==> src/rtl/alu_pkg.sv <==
`default_nettype none
// +----------------------------------------------------------------------------+
// | Module   : alu_pkg                                                         |
// | Purpose  : Shared ALU definitions. Holds the multi-cycle unit state        |
// |            encoding and the signed/unsigned mode select values.           |
// | Ports    : none (package)                                                  |
// | Revision : 1.0 - initial release                                           |
// +----------------------------------------------------------------------------+
package alu_pkg;

    // Sequencer states of the multi-cycle arithmetic units.
    typedef enum logic [1:0] {
        IDLE = 2'd0,
        RUN  = 2'd1,
        FIX  = 2'd2
    } mul_state_e;

    // Values of the per-operation mode select input.
    localparam logic MUL_MODE_SIGNED   = 1'b1;
    localparam logic MUL_MODE_UNSIGNED = 1'b0;

endpackage
`default_nettype wire

==> src/rtl/mul_sign_fix.sv <==
`default_nettype none
// +----------------------------------------------------------------------------+
// | Module   : mul_sign_fix                                                    |
// | Purpose  : Combinational sign restore and truncation-overflow detect for  |
// |            a 2*WIDTH-bit unsigned magnitude result.                       |
// | Ports    : i_mag  [2W-1:0] unsigned magnitude                              |
// |            i_neg           negate the magnitude                            |
// |            i_sgn           1 = signed mode, 0 = unsigned mode              |
// |            o_res  [2W-1:0] signed/unsigned result                          |
// |            o_ovf           result does not fit in WIDTH bits               |
// | Revision : 1.0 - initial release                                           |
// +----------------------------------------------------------------------------+
module mul_sign_fix #(
    parameter int WIDTH = 32
) (
    input  logic [2*WIDTH-1:0] i_mag,
    input  logic               i_neg,
    input  logic               i_sgn,
    output logic [2*WIDTH-1:0] o_res,
    output logic               o_ovf
);
    import alu_pkg::*;

    logic [2*WIDTH-1:0] w_res;
    logic [WIDTH:0]     w_top_signed;
    logic               w_ovf_signed;
    logic               w_ovf_unsigned;

    // A zero magnitude negates to zero, so no negative zero can appear.
    assign w_res = i_neg ? (~i_mag + 1'b1) : i_mag;

    // Signed fit: the upper half plus the WIDTH-bit sign bit must be a pure
    // sign extension (all zeros or all ones).
    assign w_top_signed   = w_res[2*WIDTH-1:WIDTH-1];
    assign w_ovf_signed   = !((&w_top_signed) || !(|w_top_signed));
    assign w_ovf_unsigned = |w_res[2*WIDTH-1:WIDTH];

    assign o_res = w_res;
    assign o_ovf = (i_sgn == MUL_MODE_SIGNED) ? w_ovf_signed : w_ovf_unsigned;

endmodule
`default_nettype wire

==> src/rtl/seq_multiplier_param.sv <==
`default_nettype none
// +----------------------------------------------------------------------------+
// | Module   : seq_multiplier_param                                            |
// | Purpose  : Radix-2 shift-add sequential multiplier, signed or unsigned    |
// |            per operation, with start/busy/done handshake, full-width      |
// |            product, WIDTH-bit overflow flag and zero-operand shortcut.    |
// | Ports    : clk             rising-edge clock                               |
// |            reset           synchronous, active-low reset                   |
// |            start           request, sampled only while idle                |
// |            sgn             1 = two's-complement operands                   |
// |            A, B  [W-1:0]   multiplicand / multiplier                       |
// |            busy            operation in progress                           |
// |            done            one-cycle result-valid pulse                    |
// |            Res   [2W-1:0]  product, held until the next done               |
// |            OVF             product does not fit in WIDTH bits              |
// | Revision : 1.0 - initial release                                           |
// +----------------------------------------------------------------------------+
module seq_multiplier_param #(
    parameter int WIDTH     = 32,
    parameter int ZERO_SKIP = 1
) (
    input  logic               clk,
    input  logic               reset,
    input  logic               start,
    input  logic               sgn,
    input  logic [WIDTH-1:0]   A,
    input  logic [WIDTH-1:0]   B,
    output logic               busy,
    output logic               done,
    output logic [2*WIDTH-1:0] Res,
    output logic               OVF
);
    import alu_pkg::*;

    localparam int                 C_CNT_W    = $clog2(WIDTH + 1);
    localparam logic [C_CNT_W-1:0] C_CNT_INIT = C_CNT_W'(WIDTH);
    localparam logic [C_CNT_W-1:0] C_CNT_ONE  = C_CNT_W'(1);

    mul_state_e          r_state;
    mul_state_e          w_state_nxt;

    logic [WIDTH-1:0]    r_m;        // multiplicand magnitude
    logic [WIDTH-1:0]    r_q;        // multiplier magnitude, shifts out LSB first
    logic [WIDTH-1:0]    r_acc;      // upper half of the running product
    logic                r_neg;
    logic                r_sgn;
    logic [C_CNT_W-1:0]  r_count;
    logic [2*WIDTH-1:0]  r_res;
    logic                r_ovf;
    logic                r_done;

    logic                w_sgn_mode;
    logic [WIDTH-1:0]    w_mag_a;
    logic [WIDTH-1:0]    w_mag_b;
    logic                w_zero;
    logic [WIDTH:0]      w_sum;
    logic [2*WIDTH-1:0]  w_fix_res;
    logic                w_fix_ovf;

    assign w_sgn_mode = (sgn == MUL_MODE_SIGNED);

    // -2^(WIDTH-1) negates to itself, which is the correct unsigned magnitude.
    assign w_mag_a = (w_sgn_mode && A[WIDTH-1]) ? (~A + 1'b1) : A;
    assign w_mag_b = (w_sgn_mode && B[WIDTH-1]) ? (~B + 1'b1) : B;

    assign w_zero = (ZERO_SKIP != 0) && ((A == '0) || (B == '0));

    // The carry out of this add is shifted straight into acc, so it never
    // needs to be held across edges.
    assign w_sum = {1'b0, r_acc} + (r_q[0] ? {1'b0, r_m} : {(WIDTH+1){1'b0}});

    mul_sign_fix #(
        .WIDTH (WIDTH)
    ) u_sign_fix (
        .i_mag (({r_acc, r_q})),
        .i_neg (r_neg),
        .i_sgn (r_sgn),
        .o_res (w_fix_res),
        .o_ovf (w_fix_ovf)
    );

    // State register.
    always_ff @(posedge clk) begin
        if (!reset) begin
            r_state <= IDLE;
        end else begin
            r_state <= w_state_nxt;
        end
    end

    // Next-state logic.
    always_comb begin
        w_state_nxt = r_state;
        case (r_state)
            IDLE: begin
                if (start) begin
                    w_state_nxt = w_zero ? FIX : RUN;
                end
            end
            RUN: begin
                if (r_count == C_CNT_ONE) begin
                    w_state_nxt = FIX;
                end
            end
            FIX:     w_state_nxt = IDLE;
            default: w_state_nxt = IDLE;
        endcase
    end

    // Datapath.
    always_ff @(posedge clk) begin
        if (!reset) begin
            r_m     <= '0;
            r_q     <= '0;
            r_acc   <= '0;
            r_neg   <= 1'b0;
            r_sgn   <= 1'b0;
            r_count <= '0;
            r_res   <= '0;
            r_ovf   <= 1'b0;
            r_done  <= 1'b0;
        end else begin
            r_done <= 1'b0;
            case (r_state)
                IDLE: begin
                    if (start) begin
                        r_m     <= w_mag_a;
                        // A zero Q leaves {acc,Q} = 0 for the shortcut path.
                        r_q     <= w_zero ? '0 : w_mag_b;
                        r_acc   <= '0;
                        r_neg   <= w_sgn_mode & (A[WIDTH-1] ^ B[WIDTH-1]);
                        r_sgn   <= w_sgn_mode;
                        r_count <= C_CNT_INIT;
                    end
                end
                RUN: begin
                    r_acc   <= w_sum[WIDTH:1];
                    r_q     <= {w_sum[0], r_q[WIDTH-1:1]};
                    r_count <= r_count - C_CNT_ONE;
                end
                FIX: begin
                    r_res  <= w_fix_res;
                    r_ovf  <= w_fix_ovf;
                    r_done <= 1'b1;
                end
                default: begin
                end
            endcase
        end
    end

    assign busy = (r_state != IDLE);
    assign done = r_done;
    assign Res  = r_res;
    assign OVF  = r_ovf;

endmodule
`default_nettype wire

==> config.mk <==
export PLATFORM = sky130hd
export DESIGN_NAME = seq_multiplier_param
export DESIGN_NICKNAME = d
export VERILOG_FILES = /design/src/rtl/alu_pkg.sv /design/src/rtl/mul_sign_fix.sv /design/src/rtl/seq_multiplier_param.sv
export SDC_FILE = /design/constraint.sdc
export NUM_CORES = 1
export LEC_CHECK = 0
export CORE_MARGIN = 3
export CORE_UTILIZATION = 25
export DETAILED_ROUTE_END_ITERATION = 12
export PLACE_DENSITY_LB_ADDON = 0.2
export SLEW_MARGIN = 20
export SYNTH_ARGS = -nofsm -noshare
export SYNTH_HDL_FRONTEND = slang
export SYNTH_SLANG_ARGS = --single-unit
==> constraint.sdc <==
create_clock -name clk -period 3.7 [get_ports clk]
set_input_delay 0.37 -clock clk [delete_from_list [all_inputs] [get_ports clk]]
set_output_delay 0.37 -clock clk [all_outputs]
set_load 0.005 [all_outputs]
==> metrics.yaml, run 1 <==
run_status:
  status: "completed"
finish:
  area_growth_pct: 25.7
  most-common-layout-cells: "172 x nand2_1, 171 x dfxtp_1, 133 x clkdlybuf4s50_1"
  post-route-util_pct: 31.9
  fin_area_um2: 14500
  diodes: 0
  final_common_cell: "nand2_1"
  drive_above_1_share_pct: 9.38
  nNetsFinal: 1670
pwr:
  swShare_pct: 33.3
  seqPwrFrac_pct: 41.2
  power.total_mw: 5.21
  p_sw_mw: 1.74
  p_int_mw: 3.48
  leakage_nw: 6.34
  p_clk_share_pct: 34.5
  ir_drop_uv: 330
  p_comb_share_pct: 24.3
  p_per_area_nw_per_um2: 360
setup_path:
  cp_max_fo: 9
  worstSetupStartpoint: "r_q[8]"
  path_cells: "or4_1, nor2_1, nand4_4, o41ai_1, xor2_1, or4_1, nor3_1, nand4b_1, o31a_1"
  path_delay_family: "simple AND/OR/NAND/NOR gates"
  crit_slowest_cell: "or4_1"
  max_stage_delay_ns: 0.63
  cp.required_ns: 4.04
  r2r_start: "r_q[8]"
  cpMostUsedCell: "or4_1"
  endpoint_kind: "flop"
  cp-start-kind: "flop"
  critPathKind: "reg2reg"
  arrival_ns: 3.78
  worstPathBufferInverterCount: 0
sta:
  setup_tns_ns: 0
  fin_skew_ns: 0.0150
  rsz0062_at_grt: "false"
  period_needed_ns: 3.44
  hold_viol: 0
  drv_slew: 0
  whs_ns: 0.272
  final.period_utilization_pct: 93.0
  relSlewSlack_pct: 37.9
  setup_viol: 0
  max_freq_mhz: 291
  worstMarginPinSlew_ns: 0.932
cts:
  clockBufferDepth: 2
  postCtsHoldBufs: 0
  cts_num_sinks: 172
  cts_made_buffers: 17
  cts_root_buffer: "clkbuf_16"
  cts_tree: "built"
  clk_latency_ns: 0.45
  cts_max_level: 4
  clk_pin_slew_ns: 0.08
yosys:
  synth_xor_area_share_pct: 10.0
  syn_area_um2: 11500
  ys.flop_type: "dfxtp_1"
  synth_nets: 1526
  synth_top_family_by_area: "compound AO/OA/AOI/OAI gates"
  syn_inst: 1420
  yosysUniqueCellTypes: 73
  ys_ff_latch: 172
  muxShareOfSynthArea_pct: 0.174
  synthAdderAreaFrac_pct: 4.19
  yosysWarnings: 0
  avgSynthCellArea_um2: 8.12
  synth_compound_area_share_pct: 26.2
  synth_edf_count: 0
  synthSimpleGateAreaFrac_pct: 25.5
  yosysSeqAreaShare_pct: 29.9
  synthArstFlopShare_pct: 0
placed_design:
  globalplace.congestion: 0.844
  io_buffers: 134
  dpl.hpwl_um: 30200
  dpl_cell_area_um2: 13900
global_routing:
  track_usage_pct: 15.7
  grt_pass1_vias: 10300
  grt.overflow.total: 0
  grt_max_degree: 150
  grt_antenna_before_repair: 0
  grt_pass1_wl_um: 60100
floorplanning:
  dieArea_um2: 48700
  fp.dieH_um: 221
  fp.dieW_um: 221
  start_util_pct: 25.3
  rows: 78
  boundaryPins: 135
  fp.coreArea_um2: 45500
hold_path:
  hp-class: "in2reg"
  hp-start: "reset"
routing:
  num_vias: 11000
  wire_per_inst_um: 18.0
  drc: 0
  final_antenna_net_count: 0
  dr.pass1.iters: 5
  drtIter0Drc: 870
  viasPerCell: 5.06
  routed_wl_um: 39100
flow_run:
  drv_cap: 0
-- through the flow --
stage	setup slack [ns]	cells
global placement	0.109	2145
finish	0.258	2177
floorplan	0.640	1420
CTS	0.287	2177
global route	0.0372	2177
detailed placement	0.0361	2145
-- synthesized netlist by cell type, types with 4 or more instances --
cell type | instances | area share [%]
a211oi_1 | 9 | 0.59
a21boi_0 | 11 | 0.72
a21o_1 | 15 | 0.98
a21oi_1 | 59 | 2.6
a221oi_1 | 31 | 2.4
a22oi_1 | 10 | 0.65
and2_1 | 47 | 2.6
and3_1 | 5 | 0.27
buf_1 | 7 | 0.23
clkbuf_1 | 78 | 2.5
dfxtp_1 | 172 | 30
ha_1 | 37 | 4.0
inv_1 | 29 | 0.94
nand2_1 | 172 | 5.6
nand2b_1 | 21 | 1.1
nand3_1 | 34 | 1.5
nand3b_1 | 8 | 0.52
nand4_1 | 18 | 0.98
nor2_1 | 92 | 3.0
nor2b_1 | 27 | 1.5
nor3_1 | 26 | 1.1
nor3b_1 | 31 | 2.0
nor4_1 | 18 | 0.98
nor4_2 | 4 | 0.43
o211a_1 | 88 | 7.6
o211ai_1 | 6 | 0.39
o21ai_0 | 75 | 3.3
o21bai_1 | 5 | 0.33
o31ai_1 | 25 | 1.6
o41ai_1 | 21 | 1.6
o41ai_2 | 7 | 0.99
or2_2 | 8 | 0.43
or3_1 | 18 | 0.98
or4_1 | 12 | 0.78
xnor2_1 | 45 | 3.4
xor2_1 | 87 | 6.6
-- flip-flops by register name (all words and copies together), names as in the netlist --
register and flops:
Res 64, r_neg 1, done 1, r_count 6
r_acc 32, r_sgn 1, OVF 1, r_state 2
r_q 32, r_m 32
-- worst reg2reg max path, cell delays in order (launching register included) --
cell      delay [ns]
dfxtp_1         0.40
or4_1           0.63
nor2_1          0.31
nand4_4         0.23
o41ai_1         0.49
xor2_1          0.17
or4_1           0.54
nor3_1          0.16
nand4b_1        0.12
o31a_1          0.26
-- path summary, 6_finish.rpt --
check / slack [ns] / endpoint / cells after the start
hold reg to reg: 0.46 / Res[21] / 2
hold / removal: 0.27 / r_acc[6] / 2
setup / recovery: 0.26 / OVF / 9
setup reg to reg: 0.26 / OVF / 9
-- cell type report --
| cell class | instances | area [um^2] |
|---|---|---|
| Clock buffer | 18 | 429 |
| Multi-Input combinational cell | 1129 | 7640 |
| Tap cell | 600 | 751 |
| Clock inverter | 14 | 135 |
| Timing Repair Buffer | 215 | 1980 |
| Inverter | 29 | 109 |
| Sequential cell | 172 | 3440 |
| Fill cell | 4898 | 31000 |
-- power groups by stage --
stage               clock, mW  sequential (mW)  combinational, mW
finish                   1.80             2.15               1.27
floorplan                   0             2.12              0.793
detailed placement          0             2.19               1.27
global placement            0             2.18               1.26
global route             1.91             2.16               1.40
CTS                      1.86             2.14               1.27
-- logic make-up after synthesis --
| family | after synthesis |
|---|---|
| compound gates | 396 |
| xor+xnor | 132 |
| fa+ha+maj | 38 |
| buf+inv | 119 |
| flops | 172 |
| mux | 2 |
| simple gates | 561 |
-- routing by layer --
layer | vias to the layer above | wire [um] | GRT usage, %
li1 | 5492 | - | -
met1 | 5264 | 20400 | 23.6
met2 | 243 | 17100 | 23.9
met3 | 24 | 1390 | 2.07
met4 | 0 | 311 | 3.01
met5 | - | 0 | 0
-- repair_timing --
item / 4_1_cts / 5_1_grt
buffers inserted: 0 / 0
resized for setup: 0 / 1
setup endpoints to repair: 0 / 1
Note: power is estimated with default switching activity, not from simulation.
==> inputs of run 2 (changes only) <==
Settings changed: CTS_BUF_LIST set to sky130_fd_sc_hd__clkbuf_4.
==> metrics.yaml, run 2 (synthesized netlist as in run 1, its figures left out) <==
run_status:
  status: "completed"
sta:
  setup_tns_ns: 0  # unchanged
  setup_viol: 0  # unchanged
  hold_viol: 0  # unchanged
  rsz0062_at_grt: "false"
  final.period_utilization_pct: 92.6  # -0.47 points
  fin_ws_ns: 0.275  # +0.0174 ns
  whs_ns: 0.0742  # -0.198 ns
  relSlewSlack_pct: 37.1  # -0.82 points
  period_needed_ns: 3.42  # -0.0174 ns
  fin_skew_ns: 0.0301  # +0.0150 ns
  worstMarginPinSlew_ns: 0.944  # +0.0123 ns
  max_freq_mhz: 292  # +0.51%
  drv_slew: 0  # unchanged
hold_path:
  hp-start: "reset"
  hp-class: "in2reg"
pwr:
  leakage_nw: 6.21  # -2.0%
  power.total_mw: 4.54  # -13%
  p_per_area_nw_per_um2: 320  # -11%
  ir_drop_uv: 166  # -50%
setup_path:
  cp.required_ns: 4.24  # +0.20 ns
  reg2reg_slack_ns: 0.28  # +0.02 ns
  critPathKind: "reg2reg"
  cp-start-kind: "flop"
  endpoint_kind: "flop"
  r2r_start: "r_q[8]"
  worstSetupStartpoint: "r_q[8]"
  cp_max_fo: 9  # unchanged
  arrival_ns: 3.96  # +0.18 ns
routing:
  wire_per_inst_um: 17.9  # -0.25%
  num_vias: 11000  # -0.64%
  routed_wl_um: 39000  # -0.21%
  viasPerCell: 5.03  # -0.68%
  drc: 0  # unchanged
  drtIter0Drc: 828  # -4.8%
  dr.pass1.iters: 7  # +2
  final_antenna_net_count: 0  # unchanged
finish:
  final_common_cell: "nand2_1"
  most-common-layout-cells: "172 x nand2_1, 171 x dfxtp_1, 133 x clkdlybuf4s50_1"
  nNetsFinal: 1670  # unchanged
  largest_register_ffs: 64  # unchanged
  finalNonFillerCells: 2178  # +0.046%
  drive_above_1_share_pct: 9.45  # +0.063 points
  multi_input_area_um2: 7640  # unchanged
  register_area_um2: 3440  # unchanged
  fill_cells: 4932  # +0.69%
  area_growth_pct: 23.2
cts:
  cts_max_level: 4  # unchanged
  cts_setup_buffers: 0  # unchanged
  clockBufferDepth: 2  # unchanged
  cts_num_sinks: 172  # unchanged
  cts_root_buffer: "clkbuf_4"
  postCtsHoldBufs: 0  # unchanged
  clk_pin_slew_ns: 0.17  # +0.09 ns
  cts_made_buffers: 17  # unchanged
  cts_resized: 0  # unchanged
  clk_latency_ns: 0.62  # +0.17 ns
  cts_tree: "built"
floorplanning:
  rows: 78  # unchanged
  dieArea_um2: 48700  # unchanged
  fp.coreArea_um2: 45500  # unchanged
  boundaryPins: 135  # unchanged
  fp.dieH_um: 221  # unchanged
  fp.dieW_um: 221  # unchanged
  start_util_pct: 25.3  # unchanged
placed_design:
  dpl_worst_slack_ns: 0.0361  # unchanged
  dpl.hpwl_um: 30200  # unchanged
  globalplace.congestion: 0.844  # unchanged
  io_buffers: 134  # unchanged
  place_inst: 2145  # unchanged
global_routing:
  grt_pass1_vias: 10200  # -0.24%
  track_usage_pct: 15.7  # about the same
  grt_antenna_before_repair: 1  # +1
  grt_pass1_wl_um: 59900  # -0.29%
  grt.overflow.total: 0  # unchanged
  grt_max_degree: 150  # unchanged
flow_run:
  drv_cap: 0  # unchanged
run 2: cell count changes in the layout (fill, tap and decap cells not counted):
cell and delta:
clkbuf_16 -17, clkbuf_1 -1, diode_2 +1, clkbuf_4 +18
run 2: layout make-up:
class | instances | share of cell area (%)
antenna | 1 | 0.0176
clock inverter | 14 | 0.952
clock buffer | 18 | 0.952
inverter | 29 | 0.767
multi-input combinational | 1129 | 53.8
timing repair buffer | 215 | 14.0
tap | 600 | 5.29
sequential | 172 | 24.3
run 2: power breakdown:
| part | leakage, nW | internal (mW) | switching [mW] |
|---|---|---|---|
| logic | 4.66 | 0.551 | 0.716 |
| clock network | 0.136 | 0.352 | 0.771 |
| registers | 1.41 | 1.99 | 0.163 |
| total | 6.21 | 2.89 | 1.65 |
run 2: worst paths after layout:
path,end,cells after the start
worst max-delay path,OVF,9
worst min-delay path,r_acc[6],2
worst max register to register,OVF,9
worst min register to register,Res[21],2
run 2: critical path, cell delays in order (launching register included):
cell,delay (ns)
dfxtp_1,0.43
or4_1,0.63
nor2_1,0.30
nand4_4,0.23
o41ai_1,0.48
xor2_1,0.17
or4_1,0.54
nor3_1,0.15
nand4b_1,0.12
o31a_1,0.26
run 2: metrics by stage:
| stage | cell area, um^2 | utilization [%] |
|---|---|---|
| after detailed placement | 13900 | 30.6 |
| after CTS | 14200 | 31.2 |
| after global routing | 14200 | 31.2 |
| after global placement | 13900 | 30.6 |
| final | 14200 | 31.2 |
| after floorplan | 11500 | - |
run 2: routing by layer:
layer	share of wire, %	GRT usage [%]	up-vias
met5	0	0	-
met2	44	23.9	230
met1	52	23.5	5204
met3	3.7	2.07	25
met4	0.94	3.22	0
li1	-	-	5494
==> inputs of run 3 (changes only) <==
Settings changed: CTS_BUF_LIST sky130_fd_sc_hd__clkbuf_4 to sky130_fd_sc_hd__clkbuf_16.
==> metrics.yaml, run 3 (synthesized netlist as in run 1, its figures left out) <==
hold_path:
  hp-class: "in2reg"
setup_path:
  max_stage_delay_ns: 0.63  # about the same
  crit_slowest_cell: "or4_1"
  path_cells: "or4_1, nor2_1, nand4_4, o41ai_1, xor2_1, or4_1, nor3_1, nand4b_1, o31a_1"
  critPathKind: "reg2reg"
  path_delay_family: "simple AND/OR/NAND/NOR gates"
  endpoint_kind: "flop"
  critical_path.endpoint: "OVF"
  cpMostUsedCell: "or4_1"
  reg2reg_slack_ns: 0.26  # -0.02 ns
  cp.required_ns: 4.04  # -0.20 ns
  r2r_start: "r_q[8]"
  arrival_ns: 3.78  # -0.18 ns
  worstSetupStartpoint: "r_q[8]"
  r2r_end: "OVF"
  cp-start-kind: "flop"
  r2r_cells: 9  # unchanged
  cp_max_fo: 9  # unchanged
  crit_cells: 9  # unchanged
  worstPathBufferInverterCount: 0  # unchanged
cts:
  cts_made_buffers: 17  # unchanged
  cts_root_buffer: "clkbuf_16"
  cts_setup_buffers: 0  # unchanged
  clk_latency_ns: 0.45  # -0.17 ns
  postCtsHoldBufs: 0  # unchanged
  clockBufferDepth: 2  # unchanged
  clk_pin_slew_ns: 0.08  # -0.09 ns
  cts_max_level: 4  # unchanged
  cts_num_sinks: 172  # unchanged
  cts_tree: "built"
finish:
  largest_register_ffs: 64  # unchanged
  drive_above_1_share_pct: 9.38  # -0.063 points
  nNetsFinal: 1670  # unchanged
  final_common_cell: "nand2_1"
  most-common-layout-cells: "172 x nand2_1, 171 x dfxtp_1, 133 x clkdlybuf4s50_1"
  area_growth_pct: 25.7
  diodes: 0  # -1
sta:
  max_freq_mhz: 290  # -0.57%
  fin_skew_ns: 0.0150  # -0.0150 ns
  hold_viol: 0  # unchanged
  setup_tns_ns: 0  # unchanged
  relSlewSlack_pct: 37.9  # +0.81 points
  setup_viol: 0  # unchanged
  rsz0062_at_grt: "false"
  fin_ws_ns: 0.256  # -0.0197 ns
  drv_slew: 0  # unchanged
  period_needed_ns: 3.44  # +0.0197 ns
  final.period_utilization_pct: 93.1  # +0.53 points
  worstMarginPinSlew_ns: 0.932  # -0.0122 ns
routing:
  num_vias: 11000  # +0.56%
  viasPerCell: 5.06  # +0.60%
  wire_per_inst_um: 18.0  # +0.24%
  routed_wl_um: 39100  # +0.19%
  drtIter0Drc: 870  # +5.1%
  drc: 0  # unchanged
  dr.pass1.iters: 5  # -2
  final_antenna_net_count: 0  # unchanged
run_status:
  status: "completed"
global_routing:
  grt_antenna_before_repair: 0  # -1
  grt_max_degree: 150  # unchanged
  grt_pass1_wl_um: 60100  # +0.29%
  track_usage_pct: 15.7  # about the same
  grt.overflow.total: 0  # unchanged
  grt_pass1_vias: 10300  # +0.24%
pwr:
  seqPwrFrac_pct: 41.2  # -6.1 points
  swShare_pct: 33.3  # -3.0 points
  p_sw_mw: 1.74  # +5.3%
  ir_drop_uv: 329  # +98%
  p_per_area_nw_per_um2: 360  # +12%
  p_clk_share_pct: 34.4  # +9.7 points
  p_int_mw: 3.47  # +20%
  p_comb_share_pct: 24.3  # -3.6 points
  leakage_nw: 6.34  # +2.1%
placed_design:
  dpl.hpwl_um: 30200  # unchanged
  io_buffers: 134  # unchanged
  globalplace.congestion: 0.844  # unchanged
  dpl_worst_slack_ns: 0.0361  # unchanged
floorplanning:
  fp.dieW_um: 221  # unchanged
  boundaryPins: 135  # unchanged
  fp.dieH_um: 221  # unchanged
  dieArea_um2: 48700  # unchanged
  fp.coreArea_um2: 45500  # unchanged
  rows: 78  # unchanged
  start_util_pct: 25.3  # unchanged
flow_run:
  drv_cap: 0  # unchanged
==> run 3: per-stage QoR <==
stage / total power [mW] / instance area [um^2] / instances / hold slack, ns / util [%]
6_report: 5.21 / 14500 / 2177 / 0.272 / 31.9
5_1_grt: 5.47 / 14500 / 2177 / 0.254 / 31.9
4_1_cts: 5.27 / 14500 / 2177 / 0.255 / 31.8
3_5_place_dp: 3.45 / 13900 / 2145 / 0.464 / 30.6
3_3_place_gp: 3.44 / 13900 / 2145 / 0.461 / 30.6
2_1_floorplan: 2.91 / 11500 / 1420 / 0.439 / -
==> run 3: power groups by stage <==
| stage | Clock (mW) | Combinational, mW | Sequential, mW |
|---|---|---|---|
| 4_1_cts | 1.86 | 1.27 | 2.14 |
| 3_3_place_gp | 0 | 1.26 | 2.18 |
| 6_report | 1.79 | 1.27 | 2.15 |
| 3_5_place_dp | 0 | 1.27 | 2.19 |
| 2_1_floorplan | 0 | 0.793 | 2.12 |
| 5_1_grt | 1.91 | 1.40 | 2.16 |
==> run 3: layer usage <==
metal / up-vias / wire [um] / global-route usage, %
met5: - / 0 / 0
met4: 0 / 311 / 3.01
met3: 24 / 1380 / 2.07
met2: 239 / 17000 / 23.9
met1: 5260 / 20400 / 23.6
li1: 5491 / - / -
==> run 3: layout make-up <==
type / instances / area, um^2
clock buffers: 17 / 425
repair buffers: 215 / 1980
clock inverters: 15 / 139
inverters: 29 / 109
well taps: 600 / 751
fillers: 4898 / 31000
flip-flops and latches: 172 / 3440
multi-input cells: 1129 / 7640
==> run 3: how the worst min path moves through the flow <==
| stage | endpoint | from | cells after the start | slack, ns |
|---|---|---|---|---|
| global route | r_acc[6] | reset | 2 | 0.25 |
| finish | r_acc[6] | reset | 2 | 0.27 |
| CTS | r_acc[6] | reset | 2 | 0.25 |
| global placement | Res[21] | Res[21] | 2 | 0.46 |
| floorplan | r_m[0] | r_m[0] | 2 | 0.44 |
| detailed placement | Res[21] | Res[21] | 2 | 0.46 |
==> run 3: worst reg2reg max path, delay by kind of cell (launching register included) <==
| family | cells | cell delay [ns] |
|---|---|---|
| compound gates | 2 | 0.74 |
| xor+xnor | 1 | 0.17 |
| flops | 1 | 0.40 |
| simple gates | 6 | 2.00 |
==> run 3: what timing repair did <==
item,in CTS,in global routing
endpoints found under the setup margin,0,1
hold endpoints to repair,0,0
gates resized for setup,0,1
